**config.mk**
```make
export PLATFORM = sky130hd
export DESIGN_NAME = xup_xor_descrambler
export DESIGN_NICKNAME = d
export VERILOG_FILES = /design/src/rtl/xup_scrambler_pkg.sv /design/src/rtl/xup_lfsr_step.sv /design/src/rtl/xup_xor_descrambler.sv
export SDC_FILE = /design/constraint.sdc
export NUM_CORES = 1
export LEC_CHECK = 0
export CELL_PAD_IN_SITES_DETAIL_PLACEMENT = 1
export CELL_PAD_IN_SITES_GLOBAL_PLACEMENT = 1
export CORE_ASPECT_RATIO = 1.5
export CORE_MARGIN = 2
export CORE_UTILIZATION = 35
export CTS_CLUSTER_DIAMETER = 200
export DETAILED_ROUTE_END_ITERATION = 16
export MAX_ROUTING_LAYER = met4
export PLACE_DENSITY_LB_ADDON = 0.12
export SYNTH_ARGS = -nofsm -noshare
export SYNTH_HDL_FRONTEND = slang
export SYNTH_HIERARCHICAL = 1
export SYNTH_SLANG_ARGS = --single-unit
```
**constraint.sdc**
```tcl
create_clock -name clk -period 1.4 [get_ports clk]
set_input_delay 0.14 -clock clk [delete_from_list [all_inputs] [get_ports clk]]
set_output_delay 0.14 -clock clk [all_outputs]
set_load 0.05 [all_outputs]
```
**src/rtl/xup_scrambler_pkg.sv**
```systemverilog
// Shared constants and types for the XUP additive scrambler/descrambler pair.
package xup_scrambler_pkg;

  localparam int unsigned LFSR_W = 7;
  localparam int unsigned TAP_HI = 6;
  localparam int unsigned TAP_LO = 5;
  localparam logic [LFSR_W-1:0] DEFAULT_SEED = 7'h7F;

  typedef enum logic {
    IDLE = 1'b0,
    RUN  = 1'b1
  } state_e;

endpackage

```
**src/rtl/xup_lfsr_step.sv**
```systemverilog
// Combinational multi-step Fibonacci LFSR (x^7 + x^6 + 1): keystream bits plus next state.
module xup_lfsr_step
  import xup_scrambler_pkg::*;
#(
  parameter int unsigned STEPS = 4
) (
  input  logic [LFSR_W-1:0] state_i,
  output logic [STEPS-1:0]  key_o,
  output logic [LFSR_W-1:0] next_o
);

  // Unroll STEPS shifts; key bit i is the feedback produced on step i.
  always_comb begin
    logic [LFSR_W-1:0] st;
    logic              fb;
    st    = state_i;
    key_o = '0;
    for (int unsigned i = 0; i < STEPS; i++) begin
      fb       = st[TAP_HI] ^ st[TAP_LO];
      key_o[i] = fb;
      st       = {st[LFSR_W-2:0], fb};
    end
    next_o = st;
  end

endmodule

```
**src/rtl/xup_xor_descrambler.sv**
```systemverilog
// Frame-synchronous additive descrambler with valid/ready handshake and one output register.
module xup_xor_descrambler
  import xup_scrambler_pkg::*;
#(
  parameter int unsigned       SIZE = 4,
  parameter logic [LFSR_W-1:0] SEED = DEFAULT_SEED
) (
  input  logic            clk,
  input  logic            resetn,
  input  logic [SIZE-1:0] s_data,
  input  logic            s_sof,
  input  logic            s_valid,
  output logic            s_ready,
  output logic [SIZE-1:0] m_data,
  output logic            m_sof,
  output logic            m_valid,
  input  logic            m_ready,
  output logic            locked,
  output logic [7:0]      drop_cnt
);

  state_e            state_q, state_d;
  logic [LFSR_W-1:0] lfsr_q, lfsr_d;
  logic [SIZE-1:0]   m_data_q, m_data_d;
  logic              m_sof_q, m_sof_d;
  logic              m_valid_q, m_valid_d;
  logic              locked_q, locked_d;
  logic [7:0]        drop_cnt_q, drop_cnt_d;

  logic              accept;
  logic              drop;
  logic              process;
  logic [LFSR_W-1:0] lfsr_start;
  logic [LFSR_W-1:0] lfsr_next;
  logic [SIZE-1:0]   key;

  assign s_ready = !m_valid_q || m_ready;

  xup_lfsr_step #(
    .STEPS(SIZE)
  ) u_step (
    .state_i(lfsr_start),
    .key_o  (key),
    .next_o (lfsr_next)
  );

  // Handshake decode, keystream seeding, FSM and output-register next-state logic.
  always_comb begin
    accept     = s_valid && s_ready;
    drop       = accept && (state_q == IDLE) && !s_sof;
    process    = accept && !drop;
    lfsr_start = s_sof ? SEED : lfsr_q;

    state_d    = state_q;
    lfsr_d     = lfsr_q;
    m_data_d   = m_data_q;
    m_sof_d    = m_sof_q;
    m_valid_d  = m_valid_q;
    drop_cnt_d = drop_cnt_q;

    if (m_valid_q && m_ready) begin
      m_valid_d = 1'b0;
    end

    if (process) begin
      lfsr_d    = lfsr_next;
      m_data_d  = s_data ^ key;
      m_sof_d   = s_sof;
      m_valid_d = 1'b1;
      state_d   = RUN;
    end

    if (drop && (drop_cnt_q != 8'hFF)) begin
      drop_cnt_d = drop_cnt_q + 8'd1;
    end

    locked_d = (state_d == RUN);
  end

  // All state registers, cleared asynchronously.
  always_ff @(posedge clk or negedge resetn) begin
    if (!resetn) begin
      state_q    <= IDLE;
      lfsr_q     <= SEED;
      m_data_q   <= '0;
      m_sof_q    <= 1'b0;
      m_valid_q  <= 1'b0;
      locked_q   <= 1'b0;
      drop_cnt_q <= '0;
    end else begin
      state_q    <= state_d;
      lfsr_q     <= lfsr_d;
      m_data_q   <= m_data_d;
      m_sof_q    <= m_sof_d;
      m_valid_q  <= m_valid_d;
      locked_q   <= locked_d;
      drop_cnt_q <= drop_cnt_d;
    end
  end

  assign m_data   = m_data_q;
  assign m_sof    = m_sof_q;
  assign m_valid  = m_valid_q;
  assign locked   = locked_q;
  assign drop_cnt = drop_cnt_q;

endmodule
```
Yosys cells after proc, flatten, opt, wreduce, memory -nomap -nowiden
Index checks and enable logic that the tools add are counted.
W data, S select, Z words.
- word-level logic and storage cells: 28
- bits of input ports: 9
- output and inout port bits: 16
- register bits: 22
- bitwise gates (word level): 6
- multiplexer cells: 3
- add/sub/neg operators: 1
- equal/unequal tests: 1
- reduce and logical (&&, ||, !) cells: 11
- operator list (cell ; number):
    $add A8 B1 Y8 const B ; 1
    $ne A8 B8 Y1 const B ; 1
    $mux W7 ; 1
    $logic_and A1 B1 Y1 ; 6
    $xor A1 B1 Y1 ; 4
    $xor A4 B4 Y4 ; 1
    $logic_not A1 Y1 ; 3
    $mux W1 ; 2
    $reduce_bool A2 Y1 ; 1
    $logic_or A1 B1 Y1 ; 1
    $not A1 Y1 ; 1

Depth between registers and ports, before layout
Gate-level depths: netlist of run 1.
- depth after elaboration: 8
- mapped depth: 5
- depth with buffers taken out: 5

Hierarchy
The synthesis of run 1 kept the hierarchy.
- modules (own cells, without submodules) (module ; times used ; cells each ; seq. area each (um2) ; area each (um2)):
    xup_xor_descrambler ; 1 ; 86 ; 559.3 ; 1069.8
    xup_lfsr_step ; 1 ; 11 ; 0.0 ; 87.6

Worst setup path after synthesis of run 1
No wires, ideal clock.
- path kind: register -> register
- start point: reg m_valid_q, in the netlist m_valid
- end point: reg drop_cnt_q[1], in the netlist drop_cnt[1]
- data arrival time: 1.862 ns
- setup slack: -0.590 ns
- setup time: 0.128 ns
- path buffers: 0
- stages on the path, launching flop included: 6
- period minus slack after synthesis: 1.990 ns
- required time: 1.272 ns
- cells stage by stage: dfrtp_1 -> and2b_4 -> inv_1 -> nand3_1 -> a21oi_2 -> mux2_1
- longest elaborated chain between the ends: 6
- RTL lines (element ; line ; text):
    from (decl) ; xup_xor_descrambler.sv:26 ; logic m_valid_q, m_valid_d;
    from (signal assigned) ; xup_xor_descrambler.sv:95 ; m_valid_q <= m_valid_d;
    $logic_not A1 Y1 ; xup_xor_descrambler.sv:37 ; assign s_ready = !m_valid_q || m_ready;
    $logic_or A1 B1 Y1 ; xup_xor_descrambler.sv:37 ;
    net s_ready ; xup_xor_descrambler.sv:13 ; output logic s_ready,
    $logic_and A1 B1 Y1 ; xup_xor_descrambler.sv:49 ; accept = s_valid && s_ready;
    $logic_and A1 B1 Y1 (2 in a row) ; xup_xor_descrambler.sv:50 ; drop = accept && (state_q == IDLE) && !s_sof;
    $logic_and A1 B1 Y1 ; xup_xor_descrambler.sv:73 ; if (drop && (drop_cnt_q != 8'hFF)) begin
    to (signal assigned) ; xup_xor_descrambler.sv:97 ; drop_cnt_q <= drop_cnt_d;
    to (decl) ; xup_xor_descrambler.sv:28 ; logic [7:0] drop_cnt_q, drop_cnt_d;
The timed path passes the listed nets, and every way through them passes these cells.
A chain may end at the register's enable or synchronous reset.

==> results of run 1 <==
==> power by group <==
group          switching [uW]  total [uW]  internal (uW)
Clock                     206         409            203
Sequential                141        1030            891
Combinational             709        1510            796
Total                    1060        2950           1890
==> what timing repair did <==
item | in CTS | in global routing
pin swaps | 2 | 9
endpoints found under the hold margin | 0 | 0
resized for setup | 13 | 7
setup endpoints to repair | 10 | 11
==> cells by family (layout without fill, tap and decap cells) <==
group           Yosys count  count (layout)  share of synthesized area
compound gates           11              11                    0.08325
xor+xnor                 10              10                    0.07568
fa+ha+maj                 1               1                    0.01081
buf+inv                  12              56                    0.06486
flops                    22              22                     0.4832
mux                      14              14                     0.1351
simple gates             27              27                     0.1470
==> final timing paths <==
check                      startpoint          end  cells past startpoint
max reg2reg                    locked  drop_cnt[7]                      4
min                            resetn  drop_cnt[0]                      2
max in group asynchronous      resetn    lfsr_q[0]                      2
max                            locked  drop_cnt[7]                      4
min in group clk            m_data[2]    m_data[2]                      1
min reg2reg                 m_data[2]    m_data[2]                      1
==> per-layer routing <==
layer | part of all wire | wire [um] | up-vias
met1 | 0.36 | 1030 | 440
met5 | 0 | 0 | -
met2 | 0.61 | 1734 | 14
li1 | - | - | 409
met4 | 0.011 | 30 | 0
met3 | 0.020 | 58 | 4
==> worst max-delay path, delay by kind of cell (launching register included) <==
family,cells,cell delay [ns]
AND/OR/NAND/NOR,3,0.64
flip-flops,1,0.41
multiplexers,1,0.31
==> sequential cells by signal, indices dropped and copies added, names as in the netlist <==
| register | cells |
|---|---|
| drop_cnt | 8 |
| m_data | 4 |
| lfsr_q | 7 |
| locked | 1 |
| m_valid | 1 |
| m_sof | 1 |
==> synthesized netlist by cell type <==
| cell | number |
|---|---|
| a2111oi_4 | 1 |
| a21boi_0 | 2 |
| a21o_1 | 1 |
| a21oi_1 | 3 |
| a21oi_2 | 1 |
| a22o_1 | 1 |
| a31oi_1 | 1 |
| and2_1 | 1 |
| and2b_4 | 1 |
| and3_1 | 2 |
| and4_4 | 1 |
| buf_4 | 8 |
| clkbuf_1 | 1 |
| dfrtp_1 | 15 |
| dfstp_2 | 7 |
| ha_1 | 1 |
| inv_1 | 3 |
| mux2_1 | 11 |
| mux2_2 | 2 |
| mux2i_1 | 1 |
| nand2_1 | 4 |
| nand2_2 | 1 |
| nand3_1 | 2 |
| nand4_1 | 2 |
| nor2_1 | 2 |
| nor2_4 | 1 |
| nor3_1 | 1 |
| nor3_2 | 1 |
| o21bai_1 | 1 |
| or2_2 | 7 |
| or2_4 | 1 |
| xnor2_1 | 1 |
| xor2_1 | 9 |
==> cells in the final DEF, fill, tap and decap left out, types with 4 or more instances in the layout <==
cell	n
or2_2	4
mux2_4	10
dfrtp_2	7
buf_12	16
nand2_1	4
buf_4	23
or2_4	4
clkdlybuf4s50_1	7
dfrtp_1	8
xor2_1	5
dfstp_2	7
==> stage by stage <==
stage	std cells	setup slack [ns]	setup TNS, ns	power, uW	instance area [sq um]
2_1_floorplan	97	-0.2761	-1.899	1894	1212
3_3_place_gp	177	-0.4141	-5.200	2410	1783
3_5_place_dp	177	-0.4509	-5.779	2452	1783
4_1_cts	181	-0.06397	-0.1455	2934	1878
5_1_grt	181	-0.1281	-0.6430	3082	1924
6_report	181	-0.06197	-0.1151	2947	1924
==> area by class of cell <==
type / count / area, sq um / share of cell area
multi-input cells: 63 / 651.9 / 0.3388
flip-flops and latches: 22 / 568.0 / 0.2952
repair buffers: 49 / 594.3 / 0.3088
well taps: 40 / 50.05 / 0.02601
inverters: 3 / 15.01 / 0.007802
clock buffers: 4 / 45.04 / 0.02341
==> out/qor.txt, run 1 <==
Fmax: 0.6840 GHz
CTS Root Cell: clkbuf_8
Total GRT Usage: 0.1722
Syn. warnings: 6
Slew Limit Fails: 0
Sequential area share after synthesis: 0.4832
CP endpoint kind: flip-flop
Run status: finished with violations
Area leader, netlist: dfrtp_1
Post-detailed-routing wire length: 2852 um
Fill count: 313
TritonCTS clock tree: done
First-pass GRT wire length: 4671 um
CTS buffer count: 3
Vias in the first global route: 987
IO Port Bufs: 24
Gpl congestion: 0.7530
Starting density of the core: 0.3663
DRT antenna net count: 0
Drt initial violations: 4
DRC viols: 0
Hold Fails Final Rpt: 0
Slew margin rel.: 0.7777
Worst slew pin tran: 0.3334 ns
Max-cap violation count: 0
Clock sinks: 22
Clock Pin Slew Worst Setup and Hold Paths: 0.08 ns
Clock Latency Late Sink: 0.26 ns
DIE HEIGHT: 74.43 um
Failing checks: negative setup slack
DR vias: 867
Worst setup margin: -0.06197 ns
Cells after Synth: 97
Critical Path RT: 1.55 ns
Final-report setup violation count: 4
Hold Buf Count CTS: 0
Final #Nets: 152
Crit path largest cell delay: 0.41 ns
Antenna cells: 0
Crit-path cells: or2_4 -> nor3_2 -> nand2_1 -> mux2_1
Fin crit share: 1.044
Routing usage on met2: 0.3362
Slowest CP cell: dfrtp_2
FP Rows: 25
Fin Clk Skew: 0.008091 ns
Post-Synthesis Cell Area: 1157 sq um
Hold slack: 0.2255 ns
Top-area cell type share of the netlist area: 0.3243
RSZ-0062 raised after global routing: yes
WP data arrival: 1.62 ns
Pin count of the biggest net entering global routing: 23
Final worst path period need: 1.462 ns
Buffer count from post-CTS setup fixing: 0
I/O pins: 25
Core area: 3159 sq um
DIE WIDTH: 50.95 um
Met1 GRT Util: 0.1715
Post-Syn Area per Cell: 11.93 sq um
Static Leak: 0.0008380 uW
Worst vdd ir: 1.024 mV
Post-layout util: 0.6091
Crit path max fanout: 4
DP Wirelength: 2139 um
CP Launch Type: flip-flop
Via/cell ratio: 4.790
Reg2reg setup slack: -0.06 ns
DR pass1 iterations: 4
WL/cell: 15.76 um
Grt total ovfl: 0
Power per cell area: 1531 nW/um^2
Layout area overhead: 66.27%
Top cells by area, synth: dfrtp_1, dfstp_2, mux2_1
Setup CP Type: reg -> reg
Layout cells sized above 1: 0.6809
#FFs+latches synth: 22
Type of the worst min-delay path: in -> async
H-tree depth: 1
M3 GR Usage: 0.02410
Syn Nets: 107
Die area: 3792 sq um
Post-synthesis cell type count: 33
Antenna violations before repair: 0
Buffer depth of the longest clock path: 2
Most Crowded Layer GR: met2
Note: power is estimated with default switching activity, not from simulation.
==> inputs of run 2 (changes only) <==
--- a/config.mk
+++ b/config.mk
@@ -5,10 +5,10 @@
 export SDC_FILE = /design/constraint.sdc
 export NUM_CORES = 1
 export LEC_CHECK = 0
+export CAP_MARGIN = 5
 export CELL_PAD_IN_SITES_DETAIL_PLACEMENT = 1
 export CELL_PAD_IN_SITES_GLOBAL_PLACEMENT = 1
 export CORE_ASPECT_RATIO = 1.5
-export CORE_MARGIN = 2
 export CORE_UTILIZATION = 35
 export CTS_CLUSTER_DIAMETER = 200
 export DETAILED_ROUTE_END_ITERATION = 16
==> out/qor.txt, run 2 (synthesized netlist as in run 1, its figures left out) <==
Via/cell ratio: 4.863
Final worst path period need: 1.448 ns
Power share of the clock group: 0.134
Met3 Routed Length: 77 um
Grt total ovfl: 0
Die area: 3545 sq um
CP endpoint kind: output port
Setup crit end: s_ready
Critical Path RT: 1.26 ns
Uppermost routed layer: met4
Buffer depth of the longest clock path: 2
Total GRT Usage: 0.1943
Slowest CP cell: dfrtp_2
Post-detailed-routing wire length: 3400 um
Clock Pin Slew Worst Setup and Hold Paths: 0.09 ns
Slew margin rel.: 0.7460
Antenna violations before repair: 0
Starting density of the core: 0.3663
DIE WIDTH: 48.95 um
Layout area overhead: 73.51%
Power per cell area: 1560 nW/um^2
Worst setup margin: -0.04758 ns
Max FFs per register: 8
Final-report setup violation count: 5
First-pass GRT wire length: 4933 um
Hold slack: 0.2175 ns
TritonCTS clock tree: done
CP Depth: 4
RSZ-0062 raised after global routing: yes
Sw Pwr: 1145 uW
Final #Nets: 154
Failing checks: negative setup slack
Sw Ratio: 0.3655
Reg2reg setup slack: -0.04 ns
Final TNS setup: -0.1021 ns
Fill count: 307
Hold Fails Final Rpt: 0
WP data arrival: 1.31 ns
CTS buffer count: 3
Worst R2R Path Depth: 5
Crit-path cells: and2b_4 -> clkinvlp_4 -> buf_6 -> buf_12
Pin count of the biggest net entering global routing: 23
Post-layout util: 0.6356
DR vias: 890
Layout cells sized above 1: 0.7133
Hold Buf Count CTS: 0
CTS Root Cell: clkbuf_8
Worst r2r src: drop_cnt[0]
Setup crit start: m_valid
Most common cell after layout, fill and taps aside: buf_4
DP Wirelength: 2205 um
Metal-1 WL: 1169 um
DR pass1 iterations: 2
Crit path max fanout: 4
Vias in the first global route: 1026
Slew Limit Fails: 0
Max-cap violation count: 0
Run status: finished with violations
Worst slew pin tran: 0.3810 ns
Met2 Wirelength: 2070 um
WL/cell: 18.58 um
CP Launch Type: flip-flop
Antenna cells: 0
Combinational share of power: 0.524
Cell Area, Placed: 1795 sq um
Clock sinks: 22
Reg2Reg Capture Point: drop_cnt[7]
Top Family by Delay on Critical Path: buffers and inverters
Type of the worst min-delay path: in -> async
Int Pwr: 1988 uW
Dpl ws: -0.4506 ns
H-tree depth: 1
Core area: 3159 sq um
Clock Latency Late Sink: 0.27 ns
Crit path largest cell delay: 0.37 ns
Drt initial violations: 4
DRT antenna net count: 0
Setup CP Type: reg -> out
Buf+Inv Stages, Crit Path: 3
Gpl congestion: 0.7634
Reg power frac: 0.342
Fmax: 0.6908 GHz
Worst vdd ir: 0.9401 mV
DRC viols: 0
I/O pins: 25
Fin Clk Skew: 0.01201 ns
Final instance area: 2008 sq um
IO Port Bufs: 24
Most frequent cells in the layout: buf_4, buf_12, mux2_4
FP Rows: 25
DIE HEIGHT: 72.43 um
Fin crit share: 1.034
Static Leak: 0.0008758 uW
==> run 2: changes by cell type in the layout (fill, tap and decap cells not counted), sizes merged <==
cell | previous run | this run
buf | 41 | 43
dlymetal6s2s | 0 | 1
clkdlybuf4s50 | 7 | 6
==> run 2: per-stage QoR <==
stage | instances | total power [uW]
floorplan | 97 | 1894
global placement | 177 | 2449
detailed placement | 177 | 2497
CTS | 183 | 3021
global route | 183 | 3280
finish | 183 | 3133
==> run 2: what timing repair did <==
action / CTS / global route
resized for setup: 17 / 17
buffers inserted: 2 / 0
setup endpoints to repair: 11 / 12
pin swaps: 6 / 8
==> run 2: how the worst min path moves through the flow <==
| stage | slack [ns] | start | to |
|---|---|---|---|
| global placement | 0.52 | resetn | drop_cnt[1] |
| floorplan | -0.16 | resetn | drop_cnt[0] |
| finish | 0.22 | resetn | m_valid |
| detailed placement | 0.53 | resetn | drop_cnt[1] |
| CTS | 0.24 | resetn | drop_cnt[1] |
| global route | 0.24 | resetn | drop_cnt[1] |
==> run 2: layout make-up <==
cell class,instances,area (sq um),share of cell area
sequential,22,568.0,0.2829
timing repair buffer,51,635.6,0.3165
clock buffer,4,45.04,0.02243
tap,40,50.05,0.02492
inverter,3,15.01,0.007477
multi-input combinational,63,694.4,0.3458
==> run 2: metal layers <==
| layer | GRT usage | up-vias |
|---|---|---|
| met4 | 0.06863 | 0 |
| met3 | 0.02516 | 7 |
| met2 | 0.3827 | 17 |
| met5 | - | - |
| met1 | 0.1905 | 454 |
| li1 | - | 412 |
==> run 2: power groups by stage <==
stage / Clock, uW / Sequential [uW] / Combinational [uW]
5_1_grt: 455 / 1100 / 1730
4_1_cts: 418 / 1060 / 1540
3_5_place_dp: 0 / 1050 / 1450
6_report: 421 / 1070 / 1640
3_3_place_gp: 0 / 1040 / 1410
2_1_floorplan: 0 / 1330 / 563
==> inputs of run 3 (changes only) <==
--- a/config.mk
+++ b/config.mk
@@ -5,6 +5,7 @@
 export SDC_FILE = /design/constraint.sdc
 export NUM_CORES = 1
 export LEC_CHECK = 0
+export ABC_AREA = 0
 export CAP_MARGIN = 5
 export CELL_PAD_IN_SITES_DETAIL_PLACEMENT = 1
 export CELL_PAD_IN_SITES_GLOBAL_PLACEMENT = 1
==> results of run 3 <==
Final layout, timing and power as in run 2 (identical DEF).
